### config.mk
export PLATFORM = sky130hd
export DESIGN_NAME = csr_counter_bank
export DESIGN_NICKNAME = d
export VERILOG_FILES = /design/src/rtl/csr_pkg.sv /design/src/rtl/csr_counter.sv /design/src/rtl/csr_counter_bank.sv
export SDC_FILE = /design/constraint.sdc
export NUM_CORES = 2
export LEC_CHECK = 0
export CELL_PAD_IN_SITES_DETAIL_PLACEMENT = 1
export CELL_PAD_IN_SITES_GLOBAL_PLACEMENT = 1
export CORE_ASPECT_RATIO = 1.1
export CORE_MARGIN = 2
export CORE_UTILIZATION = 47
export DETAILED_ROUTE_END_ITERATION = 8
export PLACE_DENSITY_LB_ADDON = 0.1
export SLEW_MARGIN = 20
export SYNTH_ARGS = -nofsm -noshare
export SYNTH_HDL_FRONTEND = slang
export SYNTH_HIERARCHICAL = 1
export SYNTH_SLANG_ARGS = --single-unit
### constraint.sdc
create_clock -name clock -period 4 [get_ports clock]
set_clock_uncertainty 0.1 [all_clocks]
set_input_delay 1 -clock clock [delete_from_list [all_inputs] [get_ports clock]]
set_output_delay 1 -clock clock [all_outputs]
set_load 0.03 [all_outputs]
### src/rtl/csr_pkg.sv
// csr_pkg: privilege/operation types and the counter/timer CSR address map
package csr_pkg;
  typedef enum logic [1:0] {PRIV_U = 2'b00, PRIV_S = 2'b01, PRIV_M = 2'b11} priv_mode_t;
  typedef enum logic [1:0] {CSR_RW = 2'b01, CSR_RS = 2'b10, CSR_RC = 2'b11} csr_op_t;
  localparam logic [11:0] CSR_MCYCLE = 12'hB00;
  localparam logic [11:0] CSR_MINSTRET = 12'hB02;
  localparam logic [11:0] CSR_MHPM_BASE = 12'hB03;
  localparam logic [11:0] CSR_CYCLE = 12'hC00;
  localparam logic [11:0] CSR_TIME = 12'hC01;
  localparam logic [11:0] CSR_HIGH_OFFSET = 12'h080;
  localparam logic [11:0] CSR_MCOUNTEREN = 12'h306;
  localparam logic [11:0] CSR_MCOUNTINHIBIT = 12'h320;
endpackage

### src/rtl/csr_counter.sv
// csr_counter: one counter with half-word writes that take priority over the increment
module csr_counter #(
  parameter int WIDTH = 64
) (
  input  logic             clock,
  input  logic             reset_n,
  input  logic             inc,
  input  logic             inhibit,
  input  logic             wr_lo,
  input  logic             wr_hi,
  input  logic [31:0]      wdata,
  output logic [WIDTH-1:0] value
);
  always_ff @(posedge clock or negedge reset_n)
    if (!reset_n) value <= '0;
    else if (wr_lo) value <= {value[WIDTH-1:32], wdata};
    else if (wr_hi) value <= {wdata[WIDTH-33:0], value[31:0]};
    else if (inc && !inhibit) value <= value + WIDTH'(1);
endmodule

### src/rtl/csr_counter_bank.sv
// csr_counter_bank: mcycle/time/minstret/mhpmcounter CSRs with Zicsr RW/RS/RC access and privilege checks
module csr_counter_bank
  import csr_pkg::*;
#(
  parameter int NUM_HPM = 4,
  parameter int COUNTER_WIDTH = 64,
  parameter int TIME_DIV = 1
) (
  input  logic                                clock,
  input  logic                                reset_n,
  input  priv_mode_t                          priv_mode,
  input  logic                                instr_retired,
  input  logic [(NUM_HPM > 0 ? NUM_HPM : 1)-1:0] hpm_event,
  input  logic                                req_valid,
  input  logic [11:0]                         req_addr,
  input  csr_op_t                             req_op,
  input  logic [31:0]                         req_wdata,
  input  logic                                req_write,
  output logic                                resp_valid,
  output logic [31:0]                         resp_rdata,
  output logic                                resp_illegal
);
  localparam int DW = TIME_DIV > 1 ? $clog2(TIME_DIV) : 1;
  // Slot n of the bank is CSR 0xB00+n / 0xC00+n; slot 1 is time, visible only through 0xC01/0xC81
  localparam logic [31:0] CTR_MASK = 32'((33'(1) << (3 + NUM_HPM)) - 33'(1)) & ~32'h2;
  localparam logic [31:0] RD_MASK = CTR_MASK | 32'h2;
  localparam logic [11:0] HI_M = CSR_MCYCLE | CSR_HIGH_OFFSET;
  localparam logic [11:0] HI_U = CSR_CYCLE | CSR_HIGH_OFFSET;
  logic [COUNTER_WIDTH-1:0] ctr [32];
  logic [31:0] inhibit, counteren, inc, wr_lo, wr_hi, old, nxt;
  logic [63:0] sel;
  logic [DW-1:0] div;
  logic [4:0] idx;
  logic tick, lo_m, hi_m, lo_u, hi_u, is_en, is_inh, m_ok, u_ok, illegal, wr;
  assign tick = div == DW'(TIME_DIV - 1);
  assign inc = 32'({hpm_event, instr_retired, tick, 1'b1});
  always_comb begin
    idx = req_addr[4:0];
    lo_m = req_addr[11:5] == CSR_MCYCLE[11:5];
    hi_m = req_addr[11:5] == HI_M[11:5];
    lo_u = req_addr[11:5] == CSR_CYCLE[11:5];
    hi_u = req_addr[11:5] == HI_U[11:5];
    is_en = req_addr == CSR_MCOUNTEREN;
    is_inh = req_addr == CSR_MCOUNTINHIBIT;
    m_ok = (lo_m || hi_m) && CTR_MASK[idx];
    u_ok = (lo_u || hi_u) && RD_MASK[idx];
    illegal = !(m_ok || u_ok || is_en || is_inh)
      || (priv_mode != PRIV_M && !(u_ok && counteren[idx]))
      || (u_ok && req_write);
    sel = 64'(ctr[idx]);
    old = is_en ? counteren : is_inh ? inhibit : (hi_m || hi_u) ? sel[63:32] : sel[31:0];
    nxt = req_op == CSR_RW ? req_wdata : req_op == CSR_RS ? (old | req_wdata) : (old & ~req_wdata);
    wr = req_valid && !illegal && req_write;
    wr_lo = (wr && lo_m) ? 32'(1) << idx : '0;
    wr_hi = (wr && hi_m) ? 32'(1) << idx : '0;
  end
  for (genvar i = 0; i < 32; i++) begin : g_ctr
    if (RD_MASK[i]) begin : g_on
      csr_counter #(.WIDTH(COUNTER_WIDTH)) u_ctr (
        .clock   (clock),
        .reset_n (reset_n),
        .inc     (inc[i]),
        .inhibit (inhibit[i]),
        .wr_lo   (wr_lo[i]),
        .wr_hi   (wr_hi[i]),
        .wdata   (nxt),
        .value   (ctr[i])
      );
    end else begin : g_off
      assign ctr[i] = '0;
    end
  end
  always_ff @(posedge clock or negedge reset_n)
    if (!reset_n) begin
      div <= '0;
      inhibit <= '0;
      counteren <= '0;
      resp_valid <= 1'b0;
      resp_rdata <= '0;
      resp_illegal <= 1'b0;
    end else begin
      div <= tick ? '0 : div + DW'(1);
      if (wr && is_inh) inhibit <= nxt & CTR_MASK;
      if (wr && is_en) counteren <= nxt & CTR_MASK;
      resp_valid <= req_valid;
      resp_illegal <= req_valid && illegal;
      resp_rdata <= (req_valid && !illegal) ? old : '0;
    end
endmodule

==> results.txt <==
status: complete, no violations
clk sink count: 494
setup violators final: 0
antenna violations before repair: 13
normalized max-slew margin: 0.307
core area: 76100 sq um
I/O Buffers: 90
hold buffers post-CTS: 0
dominant synthesized flop cell: dfrtp_1
Setup CP Type: in -> reg
largest fanout on the critical path: 13
Gate Count Post-Synth: 4320
HP Class: in -> async
critical path, cell by cell: clkdlybuf4s50_1 -> buf_4 -> nor4bb_1 -> buf_4 -> o21ai_4 -> buf_12 -> buf_4 -> mux2i_1 -> buf_4 -> o22ai_1 -> o21a_1 -> buf_12 -> or3_1 -> o21ai_0 -> a311oi_1
Yosys warning count: 6
Syn-to-layout area delta: 22.7%
unrepaired setup endpoints after global routing: false
dpl cell area: 42200 sq um
GRT Util Overall: 0.466
most frequent cells in the layout: 579 x nand2_1, 494 x dfrtp_1, 447 x buf_4, 360 x nand3_1, 319 x o21ai_0
min Tclk post-route: 3930 ps
number of flops mapped to enable cells by yosys: 0
largest net degree at the start of global routing: 73
top cell type by total area after synthesis: dfrtp_1
io pins: 91
layout cells sized above 1: 0.174
Starting Density: 0.475
synthesized area: 36100 sq um
CTS tree: done
design area: 44400 sq um
crit path DAT: 4340 ps
largest cells by area after synthesis: dfrtp_1 34%, nand2_1 6.0%, nand3_1 5.0%
PwrDens: 336 nW/um^2
ys async rst share: 1.00
post-synthesis cell type count: 82
final hold violations: 0
top-area cell type share of the netlist area: 0.342
Clk Latency, worst-skew pair: 680 ps
slowest stage delay, CP: 500 ps
Final Max Tran Viols: 0
WP data required: 4400 ps
Chip Width: 268 microns
via density per instance: 6.94
vias in the first global route: 40500
synthesized area per cell: 8.37 sq um
commonest non-fill, non-tap cell in the layout: nand2_1
gr ovfl total: 0
CTS HTree Levels: 2
Leakage Power: 18.0 nW
max-cap viol count: 0
die area: 79100 sq um
fin crit share: 0.983
WL final: 186 mm
Max Root-Sink Buffers: 3
critical path's slowest cell: clkdlybuf4s50_1
Post-CTS Setup Bufs: 0
DR pass1 iterations: 5
sequential-to-total area share from yosys stat: 0.342
Fin Setup TNS: 0 ps
CTS clk-pin slew, worst paths: 60 ps
via count: 40500
Worst setup SP type: input port
Max Clock Freq: 254 MHz
row cnt: 106
# DRC: 0
DP HPWL: 138 mm
Most common cell on crit path: buf_4
first-pass GRT wire length: 270 mm
worst-case reg-to-reg path depth: 13
Seq cells post-synth: 494
Die H: 295 microns
Max VDD drop: 0.372 mV
Worst-Margin Slew: 1030 ps
GP Congestion: 1.04
antenna-violating nets left: 0
Iteration-0 DRC Markers: 4464
Setup crit end kind: flip-flop
Wirelength per Cell: 32.0 microns
Num CTS Buffers: 60
layout net count: 4793
CTS Root Cell: clkbuf_16
[critical path: cells and delay by family]
family	cells	cell delay (ps)
simple gates	2	680
mux	1	400
compound gates	5	670
buf+inv	7	1540
[logic make-up (layout without fill, tap and decap cells)]
group,count (synthesis),in the layout,synth area share
buf+inv,358,798,0.0404
flops,494,494,0.342
fa+ha+maj,7,7,0.00242
simple gates,2033,2033,0.300
other cells,2,46,0.000208
mux,240,240,0.0864
xor+xnor,249,249,0.0603
compound gates,937,937,0.168
[worst paths after layout]
check | from | slack [ps] | end
min reg2reg | g_ctr[2].g_on.u_ctr/value[63]$_DFFE_PN0P_ | 430 | g_ctr[2].g_on.u_ctr/value[63]$_DFFE_PN0P_
min | reset_n | 220 | g_ctr[5].g_on.u_ctr/value[49]$_DFFE_PN0P_
max reg2reg | counteren[5]$_DFFE_PN0P_ | 370 | g_ctr[3].g_on.u_ctr/value[8]$_DFFE_PN0P_
max | req_addr[7] | 70 | g_ctr[6].g_on.u_ctr/value[51]$_DFFE_PN0P_
min in group clock | g_ctr[2].g_on.u_ctr/value[63]$_DFFE_PN0P_ | 430 | g_ctr[2].g_on.u_ctr/value[63]$_DFFE_PN0P_
max in group asynchronous | reset_n | 2610 | g_ctr[1].g_on.u_ctr/value[61]$_DFFE_PN0P_
[flip-flops by register name, indices dropped and copies added (netlist names)]
signal / cells
resp_illegal: 1
counteren: 6
inhibit: 6
resp_valid: 1
resp_rdata: 32
g_ctr.g_on.u_ctr/value: 448
[report_power, final]
| group | leakage [nW] | switching [W] | internal [W] |
|---|---|---|---|
| clock network | 0.979 | 0.00249 | 0.00332 |
| logic | 10.8 | 0.00177 | 0.00116 |
| registers | 6.24 | 0.000812 | 0.00533 |
[per-stage QoR]
stage	util	worst slack [ps]	hold slack [ps]	std cells	total power, W
2_1_floorplan	-	-89.4	380	4337	0.00712
6_report	0.583	66.2	218	5830	0.0149
3_3_place_gp	0.554	-695	414	5693	0.00886
5_1_grt	0.582	23.6	249	5805	0.0152
3_5_place_dp	0.554	-783	415	5693	0.00895
4_1_cts	0.581	64.2	255	5803	0.0147
[cell type report]
cell class,instances,area (sq um)
repair buffers,610,5690
fillers,9035,31800
well taps,1026,1280
clock inverters,25,302
clock buffers,85,1730
multi-input cells,3485,22600
inverters,78,293
flip-flops and latches,494,12400
diodes,27,67.6
[Yosys cell counts, types with 71 or more instances]
cell type,count
inv_1,71
nor2_1,194
nor4_1,121
mux2i_1,158
nand4_1,171
and3_1,137
xnor2_1,122
nand2_1,581
a21oi_1,141
xor2_1,127
nand3_1,360
clkbuf_1,220
nor3_1,125
o21ai_0,319
dfrtp_1,494
[per-layer routing]
| layer | vias to the layer above | routed length, microns | track usage | part of all wire |
|---|---|---|---|---|
| met1 | 20300 | 66700 | 0.541 | 0.36 |
| met3 | 814 | 17500 | 0.110 | 0.094 |
| li1 | 17000 | - | - | - |
| met4 | 4 | 19900 | 0.429 | 0.11 |
| met5 | - | 23 | 0 | 0.00012 |
| met2 | 2315 | 82400 | 0.709 | 0.44 |
[what timing repair did]
action | CTS | global route
pin swaps | 0 | 5
resized for setup | 2 | 10
endpoints found under the setup margin | 30 | 64
(Power assumes the default switching activity.)
